`config.mk`:
```
export PLATFORM = sky130hd
export DESIGN_NAME = dm_access_ctrl
export DESIGN_NICKNAME = d
export VERILOG_FILES = /design/src/rtl/dm_access_ctrl.sv
export SDC_FILE = /design/constraint.sdc
export NUM_CORES = 1
export LEC_CHECK = 0
export ABC_AREA = 1
export ABC_CLOCK_PERIOD_IN_PS = 4300
export CAP_MARGIN = 15
export CELL_PAD_IN_SITES_DETAIL_PLACEMENT = 1
export CELL_PAD_IN_SITES_GLOBAL_PLACEMENT = 2
export CORE_AREA = 2 2 137 139
export CTS_CLUSTER_SIZE = 14
export DETAILED_ROUTE_END_ITERATION = 8
export DIE_AREA = 0 0 139 141
export MAX_ROUTING_LAYER = met4
export PLACE_DENSITY = 0.87
export SETUP_SLACK_MARGIN = 0.4
export SYNTH_ARGS = -nofsm -noshare
export SYNTH_HDL_FRONTEND = slang
export SYNTH_SLANG_ARGS = --single-unit
```
`constraint.sdc`:
```
create_clock -name clk -period 4.3 [get_ports clk]
set_input_delay 0.86 -clock clk [delete_from_list [all_inputs] [get_ports clk]]
set_output_delay 0.86 -clock clk [all_outputs]
set_load 0.01 [all_outputs]
```
`src/rtl/dm_access_ctrl.sv`:
```
// dm_access_ctrl: client-side initiator for the datamem data-memory port.
// Turns single/burst read or write requests into one memory cycle per beat
// on sequential (wrapping) word addresses, and returns read beats over a
// valid/ready response channel.
//
// Ports:
//   clk, rst                 clock, synchronous active-high reset
//   req_valid/req_ready      request handshake; req_we, req_addr, req_len (beats-1)
//   wr_valid/wr_ready        write-beat handshake; wr_data
//   rsp_valid/rsp_ready      read-beat handshake; rsp_data
//   done                     one-cycle pulse when a request has fully completed
//   we_DM, addDM, dataDM     registered memory write enable, address, write data
//   outDM                    memory read data, valid RD_LAT cycles after addDM
module dm_access_ctrl #(
    parameter int unsigned ADDR_W = 12,
    parameter int unsigned DATA_W = 32,
    parameter int unsigned LEN_W  = 4,
    parameter int unsigned RD_LAT = 1
) (
    input  logic              clk,
    input  logic              rst,
    input  logic              req_valid,
    output logic              req_ready,
    input  logic              req_we,
    input  logic [ADDR_W-1:0] req_addr,
    input  logic [LEN_W-1:0]  req_len,
    input  logic              wr_valid,
    output logic              wr_ready,
    input  logic [DATA_W-1:0] wr_data,
    output logic              rsp_valid,
    input  logic              rsp_ready,
    output logic [DATA_W-1:0] rsp_data,
    output logic              done,
    output logic              we_DM,
    output logic [ADDR_W-1:0] addDM,
    output logic [DATA_W-1:0] dataDM,
    input  logic [DATA_W-1:0] outDM
);

    localparam logic [ADDR_W-1:0] ADDR_ONE = {{(ADDR_W-1){1'b0}}, 1'b1};
    localparam logic [LEN_W-1:0]  LEN_ONE  = {{(LEN_W-1){1'b0}}, 1'b1};
    localparam logic [1:0]        LAT_INIT = 2'(RD_LAT);

    typedef enum logic [2:0] {
        StIdle,
        StWr,
        StRdAddr,
        StRdWait,
        StRdRsp
    } state_e;

    state_e            r_state;
    logic [ADDR_W-1:0] r_cur_addr;
    logic [LEN_W-1:0]  r_len;
    logic [LEN_W-1:0]  r_beat_cnt;
    logic [1:0]        r_lat_cnt;
    logic              r_we;
    logic [ADDR_W-1:0] r_addr;
    logic [DATA_W-1:0] r_data;
    logic              r_rsp_valid;
    logic [DATA_W-1:0] r_rsp_data;
    logic              r_done;

    logic w_last;
    logic w_req_ready;

    assign w_last = (r_beat_cnt == r_len);

    // The cycle carrying done is still idle but refuses a new request, so a
    // completion pulse never coincides with acceptance of the next request.
    assign w_req_ready = !rst && (r_state == StIdle) && !r_done;

    assign req_ready = w_req_ready;
    assign wr_ready  = !rst && (r_state == StWr);
    assign rsp_valid = r_rsp_valid;
    assign rsp_data  = r_rsp_data;
    assign done      = r_done;
    assign we_DM     = r_we;
    assign addDM     = r_addr;
    assign dataDM    = r_data;

    always_ff @(posedge clk) begin
        if (rst) begin
            r_state     <= StIdle;
            r_cur_addr  <= '0;
            r_len       <= '0;
            r_beat_cnt  <= '0;
            r_lat_cnt   <= '0;
            r_we        <= 1'b0;
            r_addr      <= '0;
            r_data      <= '0;
            r_rsp_valid <= 1'b0;
            r_rsp_data  <= '0;
            r_done      <= 1'b0;
        end else begin
            r_done <= 1'b0;
            unique case (r_state)
                StIdle: begin
                    r_we <= 1'b0;
                    if (req_valid && w_req_ready) begin
                        r_cur_addr <= req_addr;
                        r_len      <= req_len;
                        r_beat_cnt <= '0;
                        r_state    <= req_we ? StWr : StRdAddr;
                    end
                end
                StWr: begin
                    if (wr_valid) begin
                        r_we       <= 1'b1;
                        r_addr     <= r_cur_addr;
                        r_data     <= wr_data;
                        r_cur_addr <= r_cur_addr + ADDR_ONE;
                        r_beat_cnt <= r_beat_cnt + LEN_ONE;
                        if (w_last) begin
                            r_state <= StIdle;
                            r_done  <= 1'b1;
                        end
                    end else begin
                        // Stalled beat: no memory write, address not advanced.
                        r_we <= 1'b0;
                    end
                end
                StRdAddr: begin
                    r_we      <= 1'b0;
                    r_addr    <= r_cur_addr;
                    r_lat_cnt <= LAT_INIT;
                    r_state   <= StRdWait;
                end
                StRdWait: begin
                    if (r_lat_cnt == 2'd0) begin
                        r_rsp_data  <= outDM;
                        r_rsp_valid <= 1'b1;
                        r_state     <= StRdRsp;
                    end else begin
                        r_lat_cnt <= r_lat_cnt - 2'd1;
                    end
                end
                StRdRsp: begin
                    if (rsp_ready) begin
                        r_rsp_valid <= 1'b0;
                        if (w_last) begin
                            r_state <= StIdle;
                            r_done  <= 1'b1;
                        end else begin
                            r_cur_addr <= r_cur_addr + ADDR_ONE;
                            r_beat_cnt <= r_beat_cnt + LEN_ONE;
                            r_state    <= StRdAddr;
                        end
                    end
                end
                default: r_state <= StIdle;
            endcase
        end
    end

endmodule

```
Yosys cells after proc, flatten, opt, wreduce, memory -nomap -nowiden
Cells that the tools add are included.

Reductions and logical operators: 22. Equality and inequality tests: 12. Mux-type cells: 31. $add $sub $neg: 3.

Operators with widths (count): $mux W12 (5); $pmux W12 S3 (1); $pmux W12 S2 (1); $mux W4 (4); $mux W3 (5); $pmux W3 S5 (1); $add A12 B1 Y12 const B (1); $ne A2 B2 Y1 const B (6); $pmux W4 S3 (1); $reduce_and A2 Y1 (5); $reduce_and A5 Y1 (2); $reduce_bool A2 Y1 (4); $eq A3 B2 Y1 const B (2); $mux W1 (6); $mux W2 (3); $pmux W1 S2 (3); $add A4 B1 Y4 const B (1); $eq A4 B4 Y1 (1); $logic_and A1 B1 Y1 (4); $pmux W2 S2 (1); $eq A3 B1 Y1 const B (1); $eq A3 B3 Y1 const B (1); $logic_not A3 Y1 (1); $reduce_and A3 Y1 (1); 6 further kinds (7).

Flip-flop bits (word level): 104. Output and inout port bits: 81. Input port bits: 86. Word-level logic and storage cells: 79.

Logic depth before layout (Yosys ltp)
Gate-level depths: netlist of the first run.

Depth after elaboration: 6. Mapped depth: 12. Mapped depth without buffers: 11.

Least setup slack after synthesis of the first run
Ideal clock, no wire load.

Kind: input -> output. Start point: input port rst. End point: output port wr_ready. Path buffers: 2. Setup slack: 1.926 ns. Stages on the path: 3. Required time: 3.440 ns. Arrival: 1.514 ns. Cells stage by stage: clkbuf_1 -> clkbuf_1 -> nor2_1.

Longest elaborated chain between the ends: 2.

RTL lines: start: declaration (RTL line 21) `input logic rst,`; $logic_not A1 Y1 (RTL line 74) `assign wr_ready = !rst && (r_state == StWr);`; $logic_and A1 B1 Y1 (RTL line 74); end: declaration (RTL line 28) `output logic wr_ready,`.

Every way passes these cells.

Final worst setup path of the first run
Start point: input port rst. End point: output port req_ready.

Longest elaborated chain between the ends: 3.

RTL lines: $logic_not A1 Y1 (RTL line 71) `assign w_req_ready = !rst && (r_state == StIdle) && !r_done;`; $logic_and A1 B1 Y1 (2 in series) (RTL line 71); end: declaration (RTL line 23) `output logic req_ready,`.

Every way passes these cells.

==> impl_metrics.toml, run 1 <==
[logic_synthesis]
synth_area_sq_um = 4440
synth_fa_ha_area_frac = 0.00845
synthTopCellsByCount = "nand2_1, dfxtp_1, nand3_1"
synth-xor-area-share = 0.00789
ys_seq_area_frac = 0.469
synth_compound_area_frac = 0.123
synth_ff_type = "dfxtp_1"
ys_warn_count = 0
synth.area.top_cells = "dfxtp_1, nand2_1, nand3_1, a21oi_1, nor2_1"
synth_top_area_cell = "dfxtp_1"
synth_nets = 714
synthCells = 625
synth_edf_count = 0
synth.top_cell.area_share = 0.469
synthArstFlopShare = 0
synth_most_common_cell = "nand2_1"
synth_simple_gate_area_frac = 0.319
synth_top_family_by_area = "simple AND/OR/NAND/NOR gates"
ys_types = 26
synth_seq_cells = 104
avgSynthCellArea_sq_um = 7.11
synth.area.mux_share = 0

[floorplan]
design.core.area_sq_um = 18300
start_util = 0.243
rows = 50
die_h_um = 141
io_pins = 167
die_w_um = 139
dieArea_sq_um = 19600

[clocking]
cts.sinks = 104
worst_skew_pair.late_latency_ns = 0.35
post_cts_resized = 0
cts_buffer_depth = 2
clk_pin_slew_ns = 0.07
clock-root-buffer = "clkbuf_16"
htreeDepth = 3
cts_tree = "built"
hold_buffers = 0
numCtsBuffers = 9
cts_setup_buffers = 0

[sta]
max_slew_margin = 0.363
holdWs_ns = 0.461
worst_pin_slew_ns = 0.954
tns_ns = 0
rsz0062_at_grt = "no"
hold_violations = 0
post-route-period-util = 0.676
layout_setup_ws_ns = 1.39
maxSlewViolCount = 0
period_minus_slack_ns = 2.91
fmax_ghz = 0.344
setup_viol = 0
finClkSkew_ns = 0.0108

[flow_run]
maxCapViolations = 0

[global_route]
globalRouteTotalUtil = 0.154
grt_antenna_before_repair = 0
grt_pass1_vias = 4610
grt_pass1_wl_um = 23700
grt_start_max_net_pins = 62
overflow = 0

[placed_design]
place_congestion = 0.756
dp_hpwl_um = 10200
port_buffers = 166
preCtsSetupSlack_ns = 1.32

[route]
wire_per_inst_um = 14.6
highest_layer = "met4"
route.detailed.drc = 0
dr_wl_met2_um = 6800
drt_iter0_markers = 193
drt-total-wl_um = 14800
wl_met3_um = 775
viasPerCell = 4.48
dr.pass1.iters = 4
ant_nets = 0
vias = 4527
wl_met1_um = 6970

[cells_and_area]
final_layout_size_suffix_gt1_frac = 0.0619
final_core_util = 0.359
diodes = 0
syn_to_final_growth_pct = 47.4
layout.nets = 860
fillerInstances = 2230

[critical_path]
crit_path_start_kind = "primary input"
worstSetupEndpointType = "output pin"
crit_type = "primary input to output pin"
arrival_ns = 2.05
cp_max_fo = 14
crit_required_ns = 3.44

[worst_hold_path]
hp-class = "register to register"

[pwr]
powerDensity_nw_per_um2 = 387
power.leakage_nw = 2.46
ir_drop_v = 0.000190

[run_status]
outcome = "finished clean"
[kinds of logic (layout without fill, tap and decap cells)]
| family | after synthesis | count (layout) |
|---|---|---|
| AOI/OAI and AO/OA | 108 | 108 |
| DFF | 104 | 104 |
| adders and majority gates | 3 | 3 |
| and+or+nand+nor | 327 | 327 |
| xor gates and xnor gates | 4 | 4 |
| buffers and inverters | 79 | 230 |
[layout by cell type, fill, tap and decap left out]
cell / instances
a21oi_1: 84
a31oi_1: 1
buf_2: 1
buf_4: 6
clkbuf_1: 1
clkbuf_16: 9
clkbuf_8: 1
clkdlybuf4s50_1: 165
clkinv_2: 1
clkinv_4: 1
clkinvlp_4: 1
dfxtp_1: 104
ha_1: 3
inv_1: 34
inv_2: 8
inv_6: 2
nand2_1: 152
nand2_2: 6
nand2_4: 2
nand3_1: 87
nand3_2: 1
nand3b_1: 3
nand4_1: 2
nor2_1: 64
nor2_2: 4
nor2_4: 1
nor3_1: 2
o21ai_0: 22
o21ai_2: 1
or2_2: 3
xnor2_1: 1
xor2_1: 3
[flip-flops by register name, indices dropped and copies added (netlist names), 2 cells and up]
signal      count
addDM          12
r_cur_addr     12
r_lat_cnt       2
rsp_data       32
r_len           4
dataDM         32
r_state         3
r_beat_cnt      4
[where the power goes]
part | switching [mW] | internal [mW]
clock network | 0.392 | 0.414
registers | 0.0709 | 1.05
logic | 0.344 | 0.265
total | 0.807 | 1.73
[worst paths after layout]
| path | start | endpoint | slack (ns) | cells after the start |
|---|---|---|---|---|
| worst max-delay path | rst | req_ready | 1.39 | 5 |
| worst min-delay path | dataDM[17] | dataDM[17] | 0.46 | 2 |
| worst max register to register | r_state[1] | addDM[1] | 1.81 | 9 |
| worst min register to register | dataDM[17] | dataDM[17] | 0.46 | 2 |
[metal layers]
layer  track usage  up-vias
met5             -        -
met2         0.242       96
li1              -     2311
met1         0.192     2102
met3        0.0425       18
met4        0.0489        0
[per-stage QoR]
stage	area, sq um	power (mW)	cells
global placement	6270	1.75	994
floorplan	4440	1.48	625
global route	6550	2.68	1010
detailed placement	6270	1.76	994
finish	6550	2.53	1010
CTS	6550	2.58	1010
[cell type report]
class                   instances  area [sq um]  area share
clock inverters                 5          38.8     0.00592
inverters                      42           158      0.0241
clock buffers                  11           243      0.0371
repair buffers                172          1700       0.260
flip-flops and latches        104          2080       0.318
multi-input cells             442          2030       0.311
well taps                     234           293      0.0447
[critical path, stage by stage]
cell             delay, ns
buf_2                 0.20
nor2_1                0.17
inv_1                 0.08
nor2_1                0.14
clkdlybuf4s50_1       0.58
No activity file was read; power rests on OpenSTA's default activity.
==> run 2: changes to the inputs <==
--- a/config.mk
+++ b/config.mk
@@ -6,16 +6,16 @@
 export NUM_CORES = 1
 export LEC_CHECK = 0
 export ABC_AREA = 1
-export ABC_CLOCK_PERIOD_IN_PS = 4300
+export ABC_CLOCK_PERIOD_IN_PS = 2800
 export CAP_MARGIN = 15
 export CELL_PAD_IN_SITES_DETAIL_PLACEMENT = 1
 export CELL_PAD_IN_SITES_GLOBAL_PLACEMENT = 2
-export CORE_AREA = 2 2 137 139
+export CORE_AREA = 2 2 142 144
 export CTS_CLUSTER_SIZE = 14
 export DETAILED_ROUTE_END_ITERATION = 8
-export DIE_AREA = 0 0 139 141
+export DIE_AREA = 0 0 144 146
 export MAX_ROUTING_LAYER = met4
-export PLACE_DENSITY = 0.87
+export PLACE_DENSITY = 0.82
 export SETUP_SLACK_MARGIN = 0.4
 export SYNTH_ARGS = -nofsm -noshare
 export SYNTH_HDL_FRONTEND = slang
==> constraint.sdc (replaced) <==
create_clock -name clk -period 2.8 [get_ports clk]
set_input_delay 0.56 -clock clk [delete_from_list [all_inputs] [get_ports clk]]
set_output_delay 0.56 -clock clk [all_outputs]
set_load 0.01 [all_outputs]
==> impl_metrics.toml, run 2 (synthesized netlist as in run 1, its figures left out) <==
[critical_path]
r2r-end = "r_cur_addr[4]"
crit_path_start_kind = "register"
crit_type = "register to output pin"
cp_max_fo = 4
r2r-start = "r_state[1]"
rr_worst_depth = 8
arrival_ns = 1.71
worstSetupEndpointType = "output pin"
r2r_slack_ns = 1.04
crit_required_ns = 2.24

[placed_design]
preCtsSetupSlack_ns = 0.591
port_buffers = 166
place_congestion = 0.727
dp_hpwl_um = 10900

[clocking]
clock-root-buffer = "clkbuf_16"
htreeDepth = 3
cts_setup_buffers = 0
cts_tree = "built"
cts_buffer_depth = 2
clk_pin_slew_ns = 0.07
hold_buffers = 0
cts.sinks = 104
post_cts_resized = 0
worst_skew_pair.late_latency_ns = 0.35
numCtsBuffers = 9

[worst_hold_path]
min_from = "dataDM[0]"
hp-class = "register to register"
hold-path-endpoint = "dataDM[0]"
worstHoldPathCells = 2

[global_route]
grt_antenna_before_repair = 0
grt_start_max_net_pins = 38
globalRouteTotalUtil = 0.151
grt_pass1_vias = 4550
overflow = 0
grt_pass1_wl_um = 24100

[floorplan]
io_pins = 167
dieArea_sq_um = 21000
die_w_um = 144
die_h_um = 146
rows = 51
design.core.area_sq_um = 19300
start_util = 0.230

[sta]
post-route-period-util = 0.812
tns_ns = 0
hold_violations = 0
layout_setup_ws_ns = 0.527
finClkSkew_ns = 0.00890
worst_pin_slew_ns = 0.749
fmax_ghz = 0.440
setup_viol = 0
rsz0062_at_grt = "no"
max_slew_margin = 0.500
maxSlewViolCount = 0
period_minus_slack_ns = 2.27

[route]
route.detailed.drc = 0
ant_nets = 0
wire_per_inst_um = 14.7
viasPerCell = 4.34
dr.pass1.iters = 6
vias = 4543
drt-total-wl_um = 15400
drt_iter0_markers = 151

[cells_and_area]
multiInputGateArea_sq_um = 2030
final_core_util = 0.344
final_common_cell = "clkdlybuf4s50_1"
ff_latch_area_sq_um = 2080
diodes = 0
final_layout_size_suffix_gt1_frac = 0.0691
syn_to_final_growth_pct = 49.7
layout.nets = 866
fillerInstances = 2334
final_cell_mix = "clkdlybuf4s50_1, nand2_1, dfxtp_1, nand3_1, a21oi_1"

[pwr]
p_sw_frac = 0.312
switching_power_mw = 1.24
power.leakage_nw = 2.50
clkPwrFrac = 0.331
finalPower_mw = 3.99
ir_drop_v = 0.000283
powerDensity_nw_per_um2 = 600
p_seq_frac = 0.430
power.internal_mw = 2.74
pwr-share-comb = 0.239

[run_status]
outcome = "finished clean"

[flow_run]
maxCapViolations = 0
run 2: cell types whose count changed in the layout (fill, tap and decap cells not counted):
| cell | change |
|---|---|
| buf_4 | +6 |
| inv_6 | -2 |
| bufinv_16 | +1 |
| clkinv_2 | +1 |
run 2: routing by layer:
metal | wire [um] | global-route usage | vias to the layer above
li1 | - | - | 2324
met1 | 7320 | 0.194 | 2102
met2 | 7000 | 0.231 | 99
met3 | 754 | 0.0326 | 18
met4 | 321 | 0.0598 | 0
met5 | 0 | - | -
run 2: final cells by class:
class	count	area share
flip-flops and latches	104	0.313
multi-input cells	442	0.306
repair buffers	178	0.263
well taps	265	0.0498
clock buffers	11	0.0365
inverters	42	0.0237
clock inverters	5	0.00847
run 2: worst max-delay path: stages (launching register included):
cell             delay, ns
dfxtp_1               0.36
nor2_2                0.17
nand2_2               0.10
nor2_1                0.14
clkdlybuf4s50_1       0.59
run 2: through the flow:
stage / instance area (sq um) / hold slack [ns] / instances
after floorplan: 4440 / 0.444 / 625
after global placement: 6350 / 0.448 / 1031
after detailed placement: 6350 / 0.453 / 1031
after CTS: 6650 / 0.463 / 1047
after global routing: 6650 / 0.477 / 1047
final: 6650 / 0.460 / 1047
run 2: power by group through the flow:
stage	sequential [mW]	clock (mW)	combinational, mW
2_1_floorplan	1.75	0	0.531
3_3_place_gp	1.75	0	0.957
3_5_place_dp	1.75	0	0.964
4_1_cts	1.72	1.37	0.971
5_1_grt	1.74	1.42	1.07
6_report	1.72	1.32	0.954
run 2: how the worst max path moves through the flow:
stage / from / slack [ns] / endpoint
detailed placement: rst / 0.59 / req_ready
global route: r_state[1] / 0.43 / wr_ready
floorplan: rst / 1.03 / wr_ready
CTS: r_state[1] / 0.50 / wr_ready
finish: r_state[1] / 0.53 / wr_ready
global placement: rst / 0.61 / req_ready
